<file path="src/rtl/scan_chain_ctrl.sv">
// Scan-shift controller: serially loads a pattern into a scan chain, pulses one capture
// cycle, then unloads the captured state (overlapped with the next load) as a parallel response.
module scan_chain_ctrl #(
  parameter int unsigned CHAIN_LEN = 8,
  parameter int unsigned CNT_W     = $clog2(CHAIN_LEN)
) (
  input  logic                 clk_i,
  input  logic                 rst_i,
  input  logic [CHAIN_LEN-1:0] pat_i,
  input  logic                 pat_valid_i,
  output logic                 pat_ready_o,
  input  logic                 so_i,
  output logic                 se_o,
  output logic                 si_o,
  output logic                 cen_o,
  output logic [CHAIN_LEN-1:0] rsp_o,
  output logic                 rsp_valid_o,
  input  logic                 rsp_ready_i,
  output logic                 busy_o
);

  typedef enum logic [1:0] {StIdle, StShift, StCapt, StStall} state_e;

  localparam logic [CNT_W-1:0] LastCnt = CNT_W'(CHAIN_LEN - 1);

  state_e               state_q, state_d;
  logic [CNT_W-1:0]     cnt_q, cnt_d;
  logic                 load_q, load_d;
  logic                 unload_q, unload_d;
  logic [CHAIN_LEN-1:0] pat_q, pat_d;
  logic [CHAIN_LEN-1:0] rsp_q, rsp_d;
  logic                 rsp_valid_q, rsp_valid_d;
  logic                 se_q, se_d;
  logic                 si_q, si_d;
  logic                 cen_q, cen_d;
  logic                 resp_free;

  assign resp_free = !rsp_valid_q || rsp_ready_i;

  always_comb begin
    state_d     = state_q;
    cnt_d       = cnt_q;
    load_d      = load_q;
    unload_d    = unload_q;
    pat_d       = pat_q;
    rsp_d       = rsp_q;
    rsp_valid_d = rsp_valid_q && !rsp_ready_i;
    pat_ready_o = 1'b0;

    case (state_q)
      StIdle: begin
        pat_ready_o = 1'b1;
        if (pat_valid_i) begin
          pat_d    = pat_i;
          state_d  = StShift;
          load_d   = 1'b1;
          unload_d = 1'b0;
          cnt_d    = '0;
        end
      end
      StShift: begin
        cnt_d = cnt_q + 1'b1;
        // SO presents cell CHAIN_LEN-1-cnt of the captured state on this edge
        if (unload_q) begin
          rsp_d[LastCnt - cnt_q] = so_i;
        end
        if (cnt_q == LastCnt) begin
          cnt_d = '0;
          if (unload_q) begin
            rsp_valid_d = 1'b1;
          end
          if (load_q) begin
            state_d = StCapt;
          end else begin
            state_d  = StIdle;
            load_d   = 1'b0;
            unload_d = 1'b0;
          end
        end
      end
      StCapt, StStall: begin
        pat_ready_o = resp_free;
        if (resp_free) begin
          state_d  = StShift;
          cnt_d    = '0;
          unload_d = 1'b1;
          load_d   = pat_valid_i;
          if (pat_valid_i) begin
            pat_d = pat_i;
          end
        end else begin
          // Chain clock stays gated so the captured state survives the wait
          state_d = StStall;
        end
      end
      default: state_d = StIdle;
    endcase

    se_d  = (state_d == StShift);
    cen_d = (state_d == StShift) || (state_d == StCapt);
    si_d  = (state_d == StShift) && load_d ? pat_d[LastCnt - cnt_d] : 1'b0;
  end

  always_ff @(posedge clk_i or posedge rst_i) begin
    if (rst_i) begin
      state_q     <= StIdle;
      cnt_q       <= '0;
      load_q      <= 1'b0;
      unload_q    <= 1'b0;
      pat_q       <= '0;
      rsp_q       <= '0;
      rsp_valid_q <= 1'b0;
      se_q        <= 1'b0;
      si_q        <= 1'b0;
      cen_q       <= 1'b0;
    end else begin
      state_q     <= state_d;
      cnt_q       <= cnt_d;
      load_q      <= load_d;
      unload_q    <= unload_d;
      pat_q       <= pat_d;
      rsp_q       <= rsp_d;
      rsp_valid_q <= rsp_valid_d;
      se_q        <= se_d;
      si_q        <= si_d;
      cen_q       <= cen_d;
    end
  end

  assign se_o        = se_q;
  assign si_o        = si_q;
  assign cen_o       = cen_q;
  assign rsp_o       = rsp_q;
  assign rsp_valid_o = rsp_valid_q;
  assign busy_o      = (state_q != StIdle);

endmodule

</file>
<file path="config.mk">
export PLATFORM = sky130hd
export DESIGN_NAME = scan_chain_ctrl
export DESIGN_NICKNAME = d
export VERILOG_FILES = /design/src/rtl/scan_chain_ctrl.sv
export SDC_FILE = /design/constraint.sdc
export NUM_CORES = 1
export LEC_CHECK = 0
export ABC_AREA = 1
export CORE_MARGIN = 2
export CORE_UTILIZATION = 50
export CTS_CLUSTER_DIAMETER = 40
export CTS_CLUSTER_SIZE = 16
export DETAILED_ROUTE_END_ITERATION = 16
export PLACE_DENSITY = 0.84
export SLEW_MARGIN = 20
export SYNTH_ARGS = -nofsm -noshare
export SYNTH_HDL_FRONTEND = slang
export SYNTH_SLANG_ARGS = --single-unit
</file>
<file path="constraint.sdc">
create_clock -name clk_i -period 1.9 [get_ports clk_i]
set_clock_uncertainty 0.15 [all_clocks]
set_input_delay 0.38 -clock clk_i [delete_from_list [all_inputs] [get_ports clk_i]]
set_output_delay 0.38 -clock clk_i [all_outputs]
set_load 0.05 [all_outputs]
</file>
## Word-level counts from Yosys, hierarchy flattened

Cells that the tools add are included.
Widths: inputs -> output; s select.

- Input bits: 13
- Flip-flop bits (word level): 27

- Muxes and demuxes: 32
- Equal/unequal tests: 10
- Order comparisons: 3
- Add/sub/neg operators: 3
- Reduce and logical (&&, ||, !) cells: 12

Operator list:

| operator | number |
|---|---|
| $mux 8 | 2 |
| $pmux 8 s2 | 1 |
| $mux 1 | 14 |
| $mux 3 | 3 |
| $pmux 3 s3 | 1 |
| $bwmux 8 | 1 |
| $lt 3x4->1 const B | 2 |
| $mux 2 | 4 |
| $ne 2x2->1 const B | 4 |
| $eq 2x2->1 const B | 3 |
| $pmux 1 s3 | 2 |
| $pmux 2 s3 | 1 |
| $sub 3x3->3 const A | 2 |
| $eq 2x1->1 const B | 2 |
| $reduce_and 4->1 | 1 |
| $add 3x1->3 const B | 1 |
| $bmux 1 s3 | 1 |
| $demux 1 s3 | 1 |
| $eq 3x3->1 const B | 1 |
| $ge 3x1->1 const B | 1 |
| $logic_and 1x1->1 | 3 |
| $logic_not 1->1 | 2 |
| $logic_not 2->1 | 1 |
| $logic_or 1x1->1 | 2 |
| 4 further kinds | 4 |

## Logic depth before layout (Yosys ltp)

Gate-level depths: netlist of the first run.

- Word-level depth: 8
- Gate-level depth with buffers: 12
- Depth with buffers taken out: 12

## Least setup slack after synthesis of the first run

OpenSTA, ideal clock, no wires.

- Kind: register -> register
- From: reg rsp_valid_q, in the netlist rsp_valid_o
- To: reg si_q, in the netlist si_o
- Buffers on the path: 1
- Arrival time: 1.629 ns
- Data required time: 1.633 ns
- Path slack: 0.005 ns
- Library setup time: 0.117 ns
- Period minus slack after synthesis: 1.895 ns
- Cell stages (with the launch flop): 10
- Path through: dfrtp_1 -> nand2_1 -> nand2_1 -> nand2_2 -> buf_6 -> o21ai_0 -> a21oi_1 -> nor2_1 -> nor2_1 -> nor2_1

- Cells in the longest elaborated chain, start to end: 8

Ends and longest elaborated chain:

| element | line | source |
|---|---|---|
| start, declared | 32 | `logic rsp_valid_q, rsp_valid_d;` |
| start signal, assigned | 123 | `rsp_valid_q <= rsp_valid_d;` |
| $logic_not 1->1 (*) | 38 | `assign resp_free = !rsp_valid_q \|\| rsp_ready_i;` |
| $logic_or 1x1->1 (*) | 38 |  |
| $mux 3 | 83 | `if (resp_free) begin` |
| $pmux 3 s3 | 50 | `case (state_q)` |
| $sub 3x3->3 | 101 | `si_d = (state_d == StShift) && load_d ? pat_d[LastCnt - cnt_d] : 1'b0;` |
| $bmux 1 s3 | 101 |  |
| $mux 1 (implied by the code) | 101 |  |
| $mux 1 (*) | 101 |  |
| named net si_d | 34 | `logic si_q, si_d;` |
| end signal, assigned | 125 | `si_q <= si_d;` |
| end, declared | 34 |  |

Mark *: on every way through the listed nets, which the timed path passes. The rest lies on a longest branch. The select of a mux whose other input is x is not followed.
A chain may end at the register's enable or synchronous reset.

## Worst setup path in the final report of the first run

- From: in rsp_ready_i
- To: out pat_ready_o

- Cells in the longest elaborated chain, start to end: 2

Ends and longest elaborated chain:

| element | line | source |
|---|---|---|
| start, declared | 18 | `input logic rsp_ready_i,` |
| $logic_or 1x1->1 | 38 |  |
| $pmux 1 s2 | 50 |  |
| end, declared | 11 | `output logic pat_ready_o,` |

No other way between the ends.

==> impl_metrics.json, run 1 <==
{
  "drt_iter0_drc": 47,
  "whs_ns": 0.2397,
  "ys_types": 19,
  "synthMuxAreaShare": 0,
  "multi_input_area_sq_um": 643.1,
  "worst_setup_path_end_kind": "output port",
  "criticalPathCategory": "in2out",
  "clockRootBuffer": "clkbuf_4",
  "dpl.hpwl_um": 2432,
  "synth_compound_area_frac": 0.07179,
  "yosysTopAreaCell": "dfrtp_1",
  "overflow": 0,
  "post-route-period-util": 0.9679,
  "grt_max_degree": 28,
  "powerDensity_nw_per_um2": 1968,
  "vias": 1362,
  "io_buffers": 26,
  "cts_max_level": 1,
  "synth_edf_count": 0,
  "maxCapViolCount": 0,
  "drtAntennaViolNets": 0,
  "antenna_found_initial": 0,
  "setup_viol": 0,
  "grt_pass1_wl_um": 5223,
  "n_antenna_cell": 0,
  "synth_top_family_by_area": "simple AND/OR/NAND/NOR gates",
  "p_leak_nw": 1.050,
  "rsz0062_at_grt": "false",
  "synth_area_per_cell_sq_um": 7.211,
  "detail_route.wl_per_cell_um": 11.25,
  "die_h_um": 58.11,
  "cp_max_fo": 2,
  "finalMaxSlewViolations": 0,
  "dr.pass1.iters": 4,
  "synth.area.top_cells": "dfrtp_1 46%, nand2_1 16%, inv_1 9.7%",
  "viasPerCell": 4.847,
  "drive_gt1_frac": 0.1960,
  "fmax_mhz": 543.8,
  "hold_path.class": "in2async",
  "synthSimpleGateAreaFrac": 0.3162,
  "gp_congestion": 0.9289,
  "outcome": "complete, no violations",
  "grt_pass1_vias": 1231,
  "cp.arrival_ns": 1.31,
  "clkLatencyLatePin_ns": 0.32,
  "synth_seq_cells": 27,
  "cts_sinks": 27,
  "startpoint_type": "primary input",
  "slew_headroom": 0.7822,
  "nFillCells": 222,
  "start_util": 0.5309,
  "area_delta_synth_final_pct": 32.05,
  "syn_area_sq_um": 1464,
  "synthAdderAreaFrac": 0.03419,
  "ios": 27,
  "final.setup.worst_slack_ns": 0.06096,
  "synthFlopType": "dfrtp_1",
  "layout.nets": 268,
  "syn_nets": 220,
  "yosys_warnings": 0,
  "cts-buffers-inserted": 3,
  "yosysMostFrequentCell": "nand2_1",
  "path_clk_slew_ns": 0.14,
  "ys_top_cells_by_count": "62 x nand2_1, 38 x inv_1, 27 x dfrtp_1",
  "synth_cells": 203,
  "drc": 0,
  "pre_cts_ws_ns": -0.1943,
  "die_area_sq_um": 3377,
  "clock_path_buffers": 2,
  "synth_top_area_frac": 0.4615,
  "vdd_drop_max_v": 0.001298,
  "drt-total-wl_um": 3160,
  "synth_async_sr_flop_share": 1.000,
  "worst_pin_slew_ns": 0.3267,
  "rows": 19,
  "synthXorXnorAreaFrac": 0,
  "finalHoldViolations": 0,
  "core_sq_um": 2758,
  "register_area_sq_um": 676.9,
  "fp.dieW_um": 58.11,
  "finalCriticalPeriod_ns": 1.839,
  "yosysSeqAreaShare": 0.4615,
  "worstPathRequired_ns": 1.37,
  "grt_usage": 0.2014,
  "cts_tree": "built"
}
-- stage by stage --
step / instance area [sq um] / power [mW] / cells / utilization / setup TNS (ns)
detailed placement: 1872 / 3.481 / 276 / 0.6788 / -0.2824
global route: 1933 / 4.105 / 281 / 0.7010 / 0
finish: 1933 / 3.804 / 281 / 0.7010 / 0
floorplan: 1464 / 2.632 / 203 / - / 0
CTS: 1914 / 3.775 / 281 / 0.6942 / 0
global placement: 1872 / 3.427 / 276 / 0.6788 / -0.2248
-- report_power, final --
| group | internal, mW | switching [mW] |
|---|---|---|
| Combinational | 0.985 | 1.59 |
| Sequential | 0.846 | 0.144 |
| Clock | 0.0789 | 0.164 |
-- sequential cells by signal, summed over array words and instances, names as in the netlist --
signal and flops:
rsp_valid_o 1, unload_q 1, cnt_q 3, se_o 1, rsp_o 8, load_q 1
cen_o 1, state_q 2, pat_q 8, si_o 1
-- worst paths after layout --
check,start,endpoint,slack (ns),cells after the start
min in group clk_i,pat_q[0],pat_q[0],0.34,2
min,rst_i,pat_q[0],0.24,3
max in group asynchronous,rst_i,state_q[1],1.10,3
min reg2reg,pat_q[0],pat_q[0],0.34,2
max reg2reg,cnt_q[0],si_o,0.13,11
max,rsp_ready_i,pat_ready_o,0.06,6
-- area by class of cell --
class                      count  share of cell area
clock buffer                   3             0.01165
clock inverter                 1            0.002589
inverter                      41             0.07961
multi-input combinational    133              0.3327
sequential                    27              0.3502
tap                           31             0.02006
timing repair buffer          45              0.2032
-- layout by cell type, fill, tap and decap left out, types with 3 or more instances in the layout --
master,netlist,layout
a21oi_1,9,9
buf_4,0,31
clkbuf_4,0,3
clkdlybuf4s50_1,0,12
dfrtp_1,27,26
ha_1,4,4
inv_1,38,38
inv_2,2,3
nand2_1,62,61
nand3_1,17,17
nor2_1,22,21
o21ai_0,9,8
-- what timing repair did --
item	CTS	global route
resized for setup	2	8
pin swaps	1	0
endpoints found under the setup margin	1	5
hold buffers	0	0
setup buffers	1	0
-- logic make-up after synthesis --
logic type	after synthesis
buffers and inverters	43
flip-flops	27
AO/OA/AOI/OAI	20
adder cells (fa/ha/maj)	4
AND/OR/NAND/NOR	109
-- metal layers --
metal | track usage | share of wire
met5 | 0 | 0
met4 | 0.07309 | 0.014
met2 | 0.3149 | 0.45
met1 | 0.2884 | 0.49
met3 | 0.02455 | 0.039
-- critical path: stages --
cell	delay, ns
clkdlybuf4s50_1	0.48
inv_1	0.05
nand2_1	0.09
nand2_2	0.08
nand2_4	0.09
buf_12	0.13
(Power assumes the default switching activity.)
==> inputs of run 2 (changes only) <==
- SLEW_MARGIN: 20 -> default
==> results of run 2 <==
The final DEF is identical to that of run 1; final timing and power are the same.
==> inputs of run 3 (changes only) <==
- PLACE_DENSITY: 0.84 -> 0.75
- SKIP_LAST_GASP: default -> 1
==> run 3 against run 2 <==
Against the previous run:
- largest power group unchanged
- setup slack better by 0.0042 ns
- total power up 0.81%
- core utilization down 0.36 points
==> impl_metrics.json, run 3 (same netlist as run 1, synthesis figures left out) <==
{
  "antenna_found_initial": 0,
  "gp_congestion": 0.8543,
  "layout.nets": 268,
  "path_clk_slew_ns": 0.14,
  "mostFrequentLayoutCell": "nand2_1",
  "reg2reg_to": "si_o",
  "cts_tree": "built",
  "grt_pass1_vias": 1286,
  "criticalPathCategory": "in2out",
  "drc": 0,
  "n_antenna_cell": 0,
  "drtAntennaViolNets": 0,
  "die_h_um": 58.11,
  "cp_num_buf_inv": 3,
  "worst_setup_path_end_kind": "output port",
  "cp_slowest_cell": "clkdlybuf4s50_1",
  "fmax_mhz": 545.0,
  "cp_max_fo": 2,
  "r2r.worst_path.cells": 9,
  "slew_headroom": 0.7785,
  "post-route-period-util": 0.9657,
  "clkLatencyLatePin_ns": 0.32,
  "finalHoldViolations": 0,
  "outcome": "complete, no violations",
  "area_delta_synth_final_pct": 31.37,
  "cp_slowest_stage_delay_ns": 0.48,
  "crit_chain": "clkdlybuf4s50_1 -> inv_1 -> nand2_1 -> nand2_2 -> nand2_4 -> buf_12",
  "ctsHoldBuffers": 0,
  "dpl.hpwl_um": 2500,
  "crit_cells": 6,
  "rows": 19,
  "reg2reg_slack_ns": 0.10,
  "grt_usage": 0.2131,
  "cts_sinks": 27,
  "worstPathRequired_ns": 1.37,
  "finalPower_mw": 3.835,
  "whs_ns": 0.2531,
  "fin_area_sq_um": 1923,
  "die_area_sq_um": 3377,
  "endpoint": "pat_ready_o",
  "placed_area_sq_um": 1872,
  "pre_cts_ws_ns": -0.1839,
  "clock_path_buffers": 2,
  "grt_pass1_wl_um": 5561,
  "setup_viol": 0,
  "drt_iter0_drc": 61,
  "hold_path.class": "in2async",
  "cp_top_family": "buffers and inverters",
  "final.setup.worst_slack_ns": 0.06515,
  "cts-buffers-inserted": 3,
  "detail_route.wl_per_cell_um": 11.59,
  "worst_pin_slew_ns": 0.3323,
  "grt_max_degree": 28,
  "met2_usage": 0.3425,
  "clockRootBuffer": "clkbuf_4",
  "ios": 27,
  "mostFrequentLayoutCells": "61 x nand2_1, 38 x inv_1, 31 x buf_4",
  "maxCapViolCount": 0,
  "core_sq_um": 2758,
  "vdd_drop_max_v": 0.001436,
  "use_met1": 0.2994,
  "powerDensity_nw_per_um2": 1994,
  "viasPerCell": 4.829,
  "finalCriticalPeriod_ns": 1.835,
  "drive_gt1_frac": 0.1880,
  "finalMaxSlewViolations": 0,
  "use_met3": 0.04018,
  "fp.dieW_um": 58.11,
  "drt-total-wl_um": 3256,
  "nFillCells": 251,
  "start_util": 0.5309,
  "p_leak_nw": 1.049,
  "cts_max_level": 1,
  "overflow": 0,
  "dr.pass1.iters": 4,
  "cp.arrival_ns": 1.30,
  "io_buffers": 26,
  "r2r_start": "cnt_q[0]",
  "grt.busiest_layer": "met2",
  "setup.worst_path.start": "rsp_ready_i",
  "vias": 1357,
  "startpoint_type": "primary input"
}
==> run 3: cell types whose count changed in the layout (fill, tap and decap cells not counted) <==
| cell | previous run | this run |
|---|---|---|
| nor3_1 | 1 | 3 |
| nor3_2 | 2 | 0 |
==> run 3: power breakdown <==
part           total (mW)  internal, mW  switching (mW)
Sequential          0.988         0.846           0.142
Combinational        2.61          1.02            1.59
Clock               0.238        0.0789           0.159
Total                3.84          1.94            1.89
==> run 3: tightest hold or removal path: stages <==
cell and delay [ns]:
clkdlybuf4s50_1 0.40, inv_1 0.05, buf_4 0.31
==> run 3: stage by stage <==
| stage | std cells | util | TNS, ns |
|---|---|---|---|
| floorplan | 203 | - | 0 |
| global placement | 276 | 0.6788 | -0.2048 |
| detailed placement | 276 | 0.6788 | -0.2815 |
| CTS | 281 | 0.6933 | -0.01721 |
| global route | 281 | 0.6974 | -0.002634 |
| finish | 281 | 0.6974 | 0 |
==> run 3: metal layers <==
metal / vias to the layer above / wire, um
li1: 711 / -
met1: 615 / 1581
met2: 27 / 1497
met3: 4 / 147
met4: 0 / 30
met5: - / 0
==> run 3: worst min-delay path by stage <==
stage	to	slack, ns	cells past startpoint
CTS	si_o	0.26	3
global placement	pat_q[0]	0.31	2
floorplan	cen_o	0.28	1
global route	se_o	0.29	3
finish	rsp_o[5]	0.25	3
detailed placement	pat_q[0]	0.31	2
==> run 3: timing repair <==
action,4_1_cts,5_1_grt
setup endpoints to repair,1,3
pin swaps,1,0
setup buffers,1,0
gates resized for setup,1,7
==> run 3: area by class of cell <==
cell class | instances | area [sq um] | share of cell area
Sequential cell | 27 | 676.9 | 0.3520
Timing Repair Buffer | 45 | 392.9 | 0.2043
Inverter | 41 | 153.9 | 0.08003
Multi-Input combinational cell | 133 | 633.1 | 0.3292
Tap cell | 31 | 38.79 | 0.02017
Clock inverter | 1 | 5.005 | 0.002602
Clock buffer | 3 | 22.52 | 0.01171
